--- src/rtl/mux2_rr_arbiter_pkg.sv ---
// Shared types and defaults for the two-requester round-robin mux arbiter.
package mux2_rr_arbiter_pkg;

  // Source tag: 1 = requester A, 0 = requester B
  typedef logic src_t;
  localparam src_t SRC_A = 1'b1;
  localparam src_t SRC_B = 1'b0;

  localparam int DATA_W_DEF = 8;
  localparam int CNT_W_DEF  = 8;

  // Output stage occupancy
  typedef enum logic {
    ST_EMPTY = 1'b0,
    ST_FULL  = 1'b1
  } state_t;

endpackage

--- src/rtl/mux2_rr_arbiter_rr2_grant.sv ---
// Two-way round-robin grant: on contention the source that did not win last time wins.
module rr2_grant
  import mux2_rr_arbiter_pkg::*;
(
  input  logic a_valid,
  input  logic b_valid,
  input  src_t last_grant,
  output logic grant_vld,
  output src_t grant
);

  always_comb begin
    grant_vld = a_valid || b_valid;
    grant     = SRC_B;
    if (a_valid && b_valid) begin
      grant = (last_grant == SRC_A) ? SRC_B : SRC_A;
    end else if (a_valid) begin
      grant = SRC_A;
    end
  end

endmodule

--- src/rtl/mux2_rr_arbiter.sv ---
// Round-robin arbiter sharing one 2:1 byte mux between two valid/ready requesters,
// feeding a single-entry registered output stage, with saturating per-source grant counters.
module mux2_rr_arbiter
  import mux2_rr_arbiter_pkg::*;
#(
  parameter int DATA_W = DATA_W_DEF,
  parameter int CNT_W  = CNT_W_DEF
) (
  input  logic              clk_i,
  input  logic              rst_n_i,
  input  logic              a_valid_i,
  input  logic [DATA_W-1:0] a_data_i,
  output logic              a_ready_o,
  input  logic              b_valid_i,
  input  logic [DATA_W-1:0] b_data_i,
  output logic              b_ready_o,
  output logic              out_valid_o,
  output logic [DATA_W-1:0] out_data_o,
  output logic              out_src_o,
  input  logic              out_ready_i,
  output logic              sel_o,
  input  logic              clr_cnt_i,
  output logic [CNT_W-1:0]  cnt_a_o,
  output logic [CNT_W-1:0]  cnt_b_o
);

  localparam logic [CNT_W-1:0] CNT_MAX = '1;

  state_t            state_reg, state_next;
  src_t              last_grant_reg;
  logic [DATA_W-1:0] out_data_reg;
  src_t              out_src_reg;
  logic [CNT_W-1:0]  cnt_reg [2];

  logic grant_raw_vld;
  src_t grant;
  logic grant_vld;
  logic load;
  logic take;

  rr2_grant u_grant (
    .a_valid    (a_valid_i),
    .b_valid    (b_valid_i),
    .last_grant (last_grant_reg),
    .grant_vld  (grant_raw_vld),
    .grant      (grant)
  );

  // No grant is visible while reset is held, so ready and select stay quiet.
  assign grant_vld = grant_raw_vld && rst_n_i;
  assign load      = (state_reg == ST_EMPTY) || out_ready_i;
  assign take      = load && grant_vld;

  assign a_ready_o = take && (grant == SRC_A);
  assign b_ready_o = take && (grant == SRC_B);
  // Idle cycles keep the previous select so the mux input does not toggle.
  assign sel_o     = grant_vld ? grant : last_grant_reg;

  always_comb begin
    state_next = state_reg;
    if (load) begin
      state_next = grant_vld ? ST_FULL : ST_EMPTY;
    end
  end

  always_ff @(posedge clk_i or negedge rst_n_i) begin
    if (!rst_n_i) begin
      state_reg <= ST_EMPTY;
    end else begin
      state_reg <= state_next;
    end
  end

  always_ff @(posedge clk_i or negedge rst_n_i) begin
    if (!rst_n_i) begin
      out_data_reg   <= '0;
      out_src_reg    <= SRC_B;
      last_grant_reg <= SRC_B;
    end else if (take) begin
      out_data_reg   <= sel_o ? a_data_i : b_data_i;
      out_src_reg    <= grant;
      last_grant_reg <= grant;
    end
  end

  // Index 1 counts A grants, index 0 counts B grants (matches the source tag).
  genvar gi;
  generate
    for (gi = 0; gi < 2; gi++) begin : g_cnt
      always_ff @(posedge clk_i or negedge rst_n_i) begin
        if (!rst_n_i) begin
          cnt_reg[gi] <= '0;
        end else if (clr_cnt_i) begin
          cnt_reg[gi] <= '0;
        end else if (take && (grant == src_t'(gi)) && (cnt_reg[gi] != CNT_MAX)) begin
          cnt_reg[gi] <= cnt_reg[gi] + 1'b1;
        end
      end
    end
  endgenerate

  assign out_valid_o = (state_reg == ST_FULL);
  assign out_data_o  = out_data_reg;
  assign out_src_o   = out_src_reg;
  assign cnt_a_o     = cnt_reg[1];
  assign cnt_b_o     = cnt_reg[0];

endmodule
--- config.mk ---
export PLATFORM = sky130hd
export DESIGN_NAME = mux2_rr_arbiter
export DESIGN_NICKNAME = d
export VERILOG_FILES = /design/src/rtl/mux2_rr_arbiter_pkg.sv /design/src/rtl/mux2_rr_arbiter_rr2_grant.sv /design/src/rtl/mux2_rr_arbiter.sv
export SDC_FILE = /design/constraint.sdc
export NUM_CORES = 1
export LEC_CHECK = 0
export ABC_AREA = 1
export CAP_MARGIN = 10
export CORE_MARGIN = 5
export CORE_UTILIZATION = 44
export CTS_CLUSTER_SIZE = 8
export DETAILED_ROUTE_END_ITERATION = 10
export PLACE_DENSITY = 0.76
export REMOVE_ABC_BUFFERS = 1
export SYNTH_ARGS = -nofsm -noshare
export SYNTH_HDL_FRONTEND = slang
export SYNTH_HIERARCHICAL = 1
export SYNTH_SLANG_ARGS = --single-unit
export TNS_END_PERCENT = 30
--- constraint.sdc ---
create_clock -name clk_i -period 3.7 [get_ports clk_i]
set_input_delay 0.74 -clock clk_i [delete_from_list [all_inputs] [get_ports clk_i]]
set_output_delay 0.74 -clock clk_i [all_outputs]
set_load 0.03 [all_outputs]
# [Word-level counts from Yosys, hierarchy flattened]
# Index checks and enable logic that the tools add are counted.
# Widths: inputs -> output; s select.
[totals] register_bits=26 elab_cells=32 output_inout_bits=29
[classes] n_addsub=2 n_reduce_logical=11 eq_ne=2 muxes=10 bitwise=2
[op_table] cell="$mux 8" count=5
[op_table] cell="$add 8x1->8 const B" count=2
[op_table] cell="$ne 8x8->1 const B" count=2
[op_table] cell="$logic_and 1x1->1" count=7
[op_table] cell="$mux 1" count=5
[op_table] cell="$reduce_bool 2->1" count=2
[op_table] cell="$logic_or 1x1->1" count=2
[op_table] cell="$not 1->1" count=2

# [Depth between registers and ports, before layout]
# Gate-level depths: netlist of run 1.
[depth] word_depth=7 ltp_mapped=9

# [Hierarchy]
# The synthesis of run 1 kept the hierarchy.
[modules_own_cells] module="mux2_rr_arbiter" instances=1 area_each_um2=1625.3 cells_each=211
[modules_own_cells] module="rr2_grant" instances=1 area_each_um2=15.0 cells_each=3

# [Worst setup path after synthesis of run 1]
# OpenSTA, ideal clock, no wires.
[synth_path] path_kind="input-to-output" startpoint="input a_valid_i" endpoint="output sel_o" slack_ns=1.365 path_buffers=1 arrival_time_ns=1.595 path_stages=7 t_required_ns=2.960 path_cell_list="inv_1 > a21oi_1 > inv_4 > nand3_2 > nand2_2 > buf_6 > inv_1"
[synth_between] elab_chain_len=3 elab_cells_between_ends=6 cone_classes="3 x mux; 3 x reduce/logical"
[synth_rtl] element="start, declared" line_no="mux2_rr_arbiter.sv:11" rtl="input logic a_valid_i,"
[synth_rtl] element="$mux 1 or $logic_and 1x1->1 (tied branches)" line_no="mux2_rr_arbiter_rr2_grant.sv:17, mux2_rr_arbiter_rr2_grant.sv:15"
[synth_rtl] element="$mux 1 *" line_no="mux2_rr_arbiter_rr2_grant.sv:15" rtl="if (a_valid && b_valid) begin"
[synth_rtl] element="net grant" line_no="mux2_rr_arbiter.sv:36" rtl="src_t grant;"
[synth_rtl] element="$mux 1 *" line_no="mux2_rr_arbiter.sv:57" rtl="assign sel_o = grant_vld ? grant : last_grant_reg;"
[synth_rtl] element="end, declared" line_no="mux2_rr_arbiter.sv:21" rtl="output logic sel_o,"
# Mark *: on every way through the listed nets, which the timed path passes. The rest lies on a longest branch.

# [Worst setup path in the final report of run 1]
[layout_path] startpoint="input b_valid_i" endpoint="output sel_o"
[layout_between] elab_chain_len=3 elab_cells_between_ends=5 cone_classes="2 x mux; 3 x reduce/logical"
[layout_rtl] element="start, declared" line_no="mux2_rr_arbiter.sv:14" rtl="input logic b_valid_i,"
[layout_rtl] element="$logic_or 1x1->1" line_no="mux2_rr_arbiter_rr2_grant.sv:13" rtl="grant_vld = a_valid || b_valid;"
[layout_rtl] element="net grant_raw_vld" line_no="mux2_rr_arbiter.sv:35" rtl="logic grant_raw_vld;"
[layout_rtl] element="$logic_and 1x1->1" line_no="mux2_rr_arbiter.sv:50" rtl="assign grant_vld = grant_raw_vld && rst_n_i;"
[layout_rtl] element="$mux 1" line_no="mux2_rr_arbiter.sv:57"
# The timed path passes the listed nets, and every way through them passes these cells.

==> results of run 1 <==
## worst max-delay path by stage
stage,startpoint,endpoint,cells past startpoint
global placement,b_valid_i,sel_o,7
global route,b_valid_i,sel_o,7
CTS,b_valid_i,sel_o,7
detailed placement,b_valid_i,sel_o,7
floorplan,b_valid_i,sel_o,5
finish,b_valid_i,sel_o,7
## metal layers
metal  part of all wire  routed length, µm  vias to the layer above
li1                   -                  -                      775
met1               0.45               1740                      719
met2               0.50               1930                       30
met3              0.043                165                        4
met4             0.0075                 29                        0
met5                  0                  0                        -
## synthesized netlist by cell type
cell      instances
nand2_8           1
nand3_1          23
nor2_4            4
dfrtp_1          26
o21ai_0           1
or2_1             1
o211ai_2          8
a21oi_1           4
xnor2_1           1
xor2_1            2
nand2_2           3
inv_2             4
o21bai_1          1
nor2_1           20
nand3b_1          2
buf_2             2
nor2_8            1
buf_6             1
nor2_2            1
inv_4             1
clkinv_4          1
nand2_1          73
nand2_4           3
o21ai_1           2
nor3_1            1
buf_4             1
ha_1              2
nand3_2           2
inv_1            22
## logic make-up after synthesis
group,count (synthesis)
fa+ha+maj,2
buf+inv,32
simple gates,135
flops,26
compound gates,16
xor+xnor,3
## registers in the layout, summed over array words and instances, names as in the netlist
name         count
cnt_b_o          8
out_data_o       8
cnt_a_o          8
out_valid_o      1
out_src_o        1
## area by class of cell
class                      count  area, µm²
clock buffer                   3       41.3
clock inverter                 1       30.0
fill                         338       1380
inverter                      28        113
multi-input combinational    156        848
sequential                    26        651
tap                           48       60.1
timing repair buffer          52        508
## power breakdown
part           switching [mW]  total (mW)  leakage [nW]  internal (mW)
sequential             0.0165       0.325         0.342          0.309
clock                  0.0893       0.234        0.0357          0.145
combinational           0.142       0.237         0.712         0.0943
## worst max-delay path: stages
cell	delay [ns]
clkdlybuf4s50_1	0.41
or2_1	0.26
nand2_1	0.12
nand2_1	0.08
nand2_2	0.30
inv_1	0.07
buf_4	0.17
## metrics by stage
step | util | hold slack [ns] | cells | setup slack (ns)
after floorplan | - | 0.444 | 210 | 1.33
after global placement | 0.600 | 0.464 | 310 | 0.819
after detailed placement | 0.600 | 0.464 | 310 | 0.793
after CTS | 0.619 | 0.488 | 314 | 0.792
after global routing | 0.619 | 0.520 | 314 | 0.674
final | 0.619 | 0.480 | 314 | 0.793
==> results.sh, run 1 <==
export IMPL_drv_cap=0
export IMPL_hold_end="out_data_o[5]$_DFFE_PN0N_"
export IMPL_regToRegEndpoint="out_data_o[1]$_DFFE_PN0N_"
export IMPL_outcome="finished, final reports clean"
export IMPL_initialDrtViolationCount=89
export IMPL_cts_resized=0
export IMPL_syn_area_mm2=0.00164
export IMPL_ys_seq_area_frac=0.397
export IMPL_place_congestion=0.816
export IMPL_grt_ovfl_total=0
export IMPL_drt_pass1_iter_count=4
export IMPL_p_leak_nw=1.09
export IMPL_io_buffers=50
export IMPL_ios=51
export IMPL_start_util=0.451
export IMPL_dpl_instance_area_mm2=0.00218
export IMPL_die_width_um=71.1
export IMPL_grt_pass1_vias=1527
export IMPL_insertion_delay_ns=0.27
export IMPL_skew_ns=0.00552
export IMPL_route_antenna_remaining_nets=0
export IMPL_grt_util_met2=0.283
export IMPL_path_clk_slew_ns=0.09
export IMPL_synth_adder_area_share=0.0153
export IMPL_r2r_start="out_src_o$_DFFE_PN0N_"
export IMPL_wl_per_cell_um=12.3
export IMPL_fin_area_mm2=0.00225
export IMPL_hold_start="out_data_o[5]$_DFFE_PN0N_"
export IMPL_irDropWorstVdd_v=0.000235
export IMPL_antenna_found_initial=0
export IMPL_rows=22
export IMPL_antenna_cells=0
export IMPL_remaining_drc_errors=0
export IMPL_yosysTopAreaCell="dfrtp_1"
export IMPL_rr_worst_depth=6
export IMPL_synthCells=214
export IMPL_grt_use_total=0.162
export IMPL_grt_pass1_wl_um=6730
export IMPL_synth_top_area_share=0.397
export IMPL_period_needed_ns=2.91
export IMPL_cp_arrival_ns=2.17
export IMPL_power_total_mw=0.796
export IMPL_ff2ff_setup_slack_ns=2.21
export IMPL_synth_area_leaders="dfrtp_1, nand2_1, nand3_1"
export IMPL_path_class="input pin to output pin"
export IMPL_postCtsHoldBufs=0
export IMPL_numCtsBuffers=3
export IMPL_grt_max_degree=23
export IMPL_routed_via_density=4.87
export IMPL_finalHoldViolCount=0
export IMPL_hold_depth=2
export IMPL_rsz0062_at_grt="no"
export IMPL_core_area_mm2=0.00363
export IMPL_fmax_mhz=344
export IMPL_clockBufferDepth=2
export IMPL_synth_xor_area_share=0.0160
export IMPL_synth_area_per_cell_um2=7.67
export IMPL_synthMuxAreaShare=0
export IMPL_setup_violations=0
export IMPL_drive_gt1_frac=0.143
export IMPL_critPathRequiredTime_ns=2.96
export IMPL_yosysWarnings=6
export IMPL_vias=1528
export IMPL_place_hpwl_um=2920
export IMPL_crit_fanout=17
export IMPL_cellPowerDensity_mw_per_mm2=354
export IMPL_root_buffer="clkbuf_8"
export IMPL_synth_cell_types=29
export IMPL_layout_commonest_cell="nand2_1"
export IMPL_hp_class="flip-flop to flip-flop"
export IMPL_synthToLayoutAreaGrowth_pct=37.2
export IMPL_endpoint_kind="output pin"
export IMPL_fp_dieH_um=71.1
export IMPL_startpoint_type="input pin"
export IMPL_met3_usage=0.0412
export IMPL_h_tree_depth=1
export IMPL_slew_violations=0
export IMPL_max_slew_margin=0.713
export IMPL_synth_simple_area_share=0.399
export IMPL_most_common_layout_cells="nand2_1, clkdlybuf4s50_1, dfrtp_1"
export IMPL_synth_compound_area_frac=0.0870
export IMPL_synth_top_family_by_area="simple AND/OR/NAND/NOR gates"
export IMPL_groute_layer_met1_usage=0.202
export IMPL_period_share=0.786
export IMPL_cts_tree="done"
export IMPL_ys_ff_latch=26
export IMPL_cts_setup_buffers=0
export IMPL_worst_slew_pin_slew_ns=0.429
export IMPL_finalWirelength_um=3870
export IMPL_fp_dieArea_mm2=0.00505
export IMPL_nNetsFinal=291
export IMPL_tns_ns=0
export IMPL_cts_sinks=26
export IMPL_top_usage_layer="met2"
(Power assumes the default switching activity.)
==> run 2: changes to the inputs <==
--- a/config.mk
+++ b/config.mk
@@ -8,7 +8,7 @@
 export ABC_AREA = 1
 export CAP_MARGIN = 10
 export CORE_MARGIN = 5
-export CORE_UTILIZATION = 44
+export CORE_UTILIZATION = 42
 export CTS_CLUSTER_SIZE = 8
 export DETAILED_ROUTE_END_ITERATION = 10
 export PLACE_DENSITY = 0.76
==> constraint.sdc (replaced) <==
create_clock -name clk_i -period 2.4 [get_ports clk_i]
set_input_delay 0.48 -clock clk_i [delete_from_list [all_inputs] [get_ports clk_i]]
set_output_delay 0.48 -clock clk_i [all_outputs]
set_load 0.03 [all_outputs]
==> run 2 against run 1 <==
Flip-flop and latch count unchanged; via count is 1.2% lower; clock-buffer cell count unchanged; die area rose by 4.1%; global-route usage down 0.34 points; clock skew up 0.00081 ns; critical path depth unchanged.
==> results.sh, run 2 (synthesized netlist as in run 1, its figures left out) <==
export IMPL_outcome="finished, final reports clean"
export IMPL_skew_ns=0.00633
export IMPL_grt_pass1_wl_um=6710
export IMPL_fill_cells=347
export IMPL_sequentialPowerShare=0.409
export IMPL_io_buffers=50
export IMPL_irDropWorstVdd_v=0.000240
export IMPL_fmax_mhz=467
export IMPL_internal_power_mw=0.849
export IMPL_cp_arrival_ns=1.66
export IMPL_antenna_cells=0
export IMPL_initialDrtViolationCount=69
export IMPL_antenna_found_initial=0
export IMPL_die_width_um=72.5
export IMPL_p_switching_mw=0.382
export IMPL_core_area_mm2=0.00372
export IMPL_p_leak_nw=1.10
export IMPL_vias=1509
export IMPL_wl_per_cell_um=12.1
export IMPL_period_share=0.892
export IMPL_nNetsFinal=293
export IMPL_place_congestion=0.822
export IMPL_cts_resized=0
export IMPL_fp_dieH_um=72.5
export IMPL_most_common_layout_cells="nand2_1, clkdlybuf4s50_1, dfrtp_1"
export IMPL_layout_commonest_cell="nand2_1"
export IMPL_cellPowerDensity_mw_per_mm2=543
export IMPL_routed_via_density=4.78
export IMPL_crit_slowest_cell="clkdlybuf4s50_1"
export IMPL_setup_violations=0
export IMPL_hold_ws_ns=0.488
export IMPL_path_clk_slew_ns=0.09
export IMPL_finalHoldViolCount=0
export IMPL_rsz0062_at_grt="no"
export IMPL_endpoint_kind="output pin"
export IMPL_worst_slew_pin_slew_ns=0.404
export IMPL_cts_tree="done"
export IMPL_tns_ns=0
export IMPL_comb_power_share=0.302
export IMPL_critPathMaxStageDelay_ns=0.47
export IMPL_postCtsHoldBufs=0
export IMPL_crit_fanout=3
export IMPL_critPathRequiredTime_ns=1.92
export IMPL_drive_gt1_frac=0.149
export IMPL_numCtsBuffers=3
export IMPL_start_util=0.441
export IMPL_remaining_drc_errors=0
export IMPL_fp_dieArea_mm2=0.00526
export IMPL_period_needed_ns=2.14
export IMPL_finalWirelength_um=3820
export IMPL_startpoint_type="input pin"
export IMPL_insertion_delay_ns=0.27
export IMPL_ios=51
export IMPL_grt_pass1_vias=1477
export IMPL_route_antenna_remaining_nets=0
export IMPL_crit_chain="clkdlybuf4s50_1 -> or2_1 -> nand2_1 -> inv_2 -> nand2_4 -> nor2_8 -> buf_4"
export IMPL_clockBufferDepth=2
export IMPL_drv_cap=0
export IMPL_root_buffer="clkbuf_8"
export IMPL_slew_violations=0
export IMPL_synthToLayoutAreaGrowth_pct=38.1
export IMPL_place_hpwl_um=2960
export IMPL_max_slew_margin=0.730
export IMPL_grt_use_total=0.159
export IMPL_cts_sinks=26
export IMPL_swShare=0.310
export IMPL_cts_setup_buffers=0
export IMPL_rows=22
export IMPL_grt_ovfl_total=0
export IMPL_hp_class="flip-flop to flip-flop"
export IMPL_drt_pass1_iter_count=4
export IMPL_path_class="input pin to output pin"
export IMPL_clockPowerShare=0.289
export IMPL_h_tree_depth=1
export IMPL_grt_max_degree=23
-- run 2: cell types whose count changed in the layout (fill, tap and decap cells not counted), sizes merged --
cell | previous run | this run
buf | 5 | 7
-- run 2: critical path, delay by kind of cell --
kind          cells  cell delay [ns]
simple gates      4             0.43
buf+inv           3             0.73
-- run 2: path summary, 6_finish.rpt --
check / slack, ns / startpoint / to / depth (start not counted)
worst min register to register: 0.49 / out_data_o[5]$_DFFE_PN0N_ / out_data_o[5]$_DFFE_PN0N_ / 2
worst max-delay path: 0.26 / b_valid_i / a_ready_o / 7
worst min-delay path: 0.49 / out_data_o[5]$_DFFE_PN0N_ / out_data_o[5]$_DFFE_PN0N_ / 2
min in group asynchronous: 0.63 / rst_n_i / out_valid_o$_DFFE_PN0N_ / 2
worst max register to register: 0.95 / out_src_o$_DFFE_PN0N_ / out_data_o[0]$_DFFE_PN0N_ / 7
max in group asynchronous: 1.51 / rst_n_i / cnt_a_o[6]$_DFFE_PN0P_ / 2
-- run 2: cell type report --
cell class                 instances  area [µm²]  share of cell area
timing repair buffer              54         523               0.231
tap                               48        60.1              0.0265
multi-input combinational        156         848               0.374
clock inverter                     1        30.0              0.0133
inverter                          28         113              0.0497
clock buffer                       3        41.3              0.0182
sequential                        26         651               0.287
-- run 2: power groups by stage --
stage	clock network, mW	registers, mW	logic [mW]
detailed placement	0	0.511	0.376
CTS	0.366	0.503	0.377
global route	0.380	0.509	0.402
global placement	0	0.510	0.371
finish	0.356	0.503	0.372
floorplan	0	0.586	0.127
-- run 2: stage by stage --
step	utilization	power [mW]	std cells	cell area, µm²	setup slack [ns]
global placement	0.591	0.881	312	2190	0.288
global route	0.610	1.29	316	2270	0.174
finish	0.610	1.23	316	2270	0.260
floorplan	-	0.713	210	1610	0.527
detailed placement	0.591	0.886	312	2190	0.247
CTS	0.610	1.25	316	2270	0.250
-- run 2: metal layers --
layer | global-route usage | vias up | share of wire
met1 | 0.213 | 697 | 0.47
met5 | 0 | - | 0
met4 | 0.0574 | 0 | 0.020
li1 | - | 780 | -
met2 | 0.264 | 26 | 0.47
met3 | 0.0194 | 6 | 0.035
==> run 3: changes to the inputs <==
--- a/config.mk
+++ b/config.mk
@@ -9,6 +9,7 @@
 export CAP_MARGIN = 10
 export CORE_MARGIN = 5
 export CORE_UTILIZATION = 42
+export CTS_CLUSTER_DIAMETER = 50
 export CTS_CLUSTER_SIZE = 8
 export DETAILED_ROUTE_END_ITERATION = 10
 export PLACE_DENSITY = 0.76
==> results of run 3 <==
The final DEF is identical to that of run 2; final timing and power are the same.
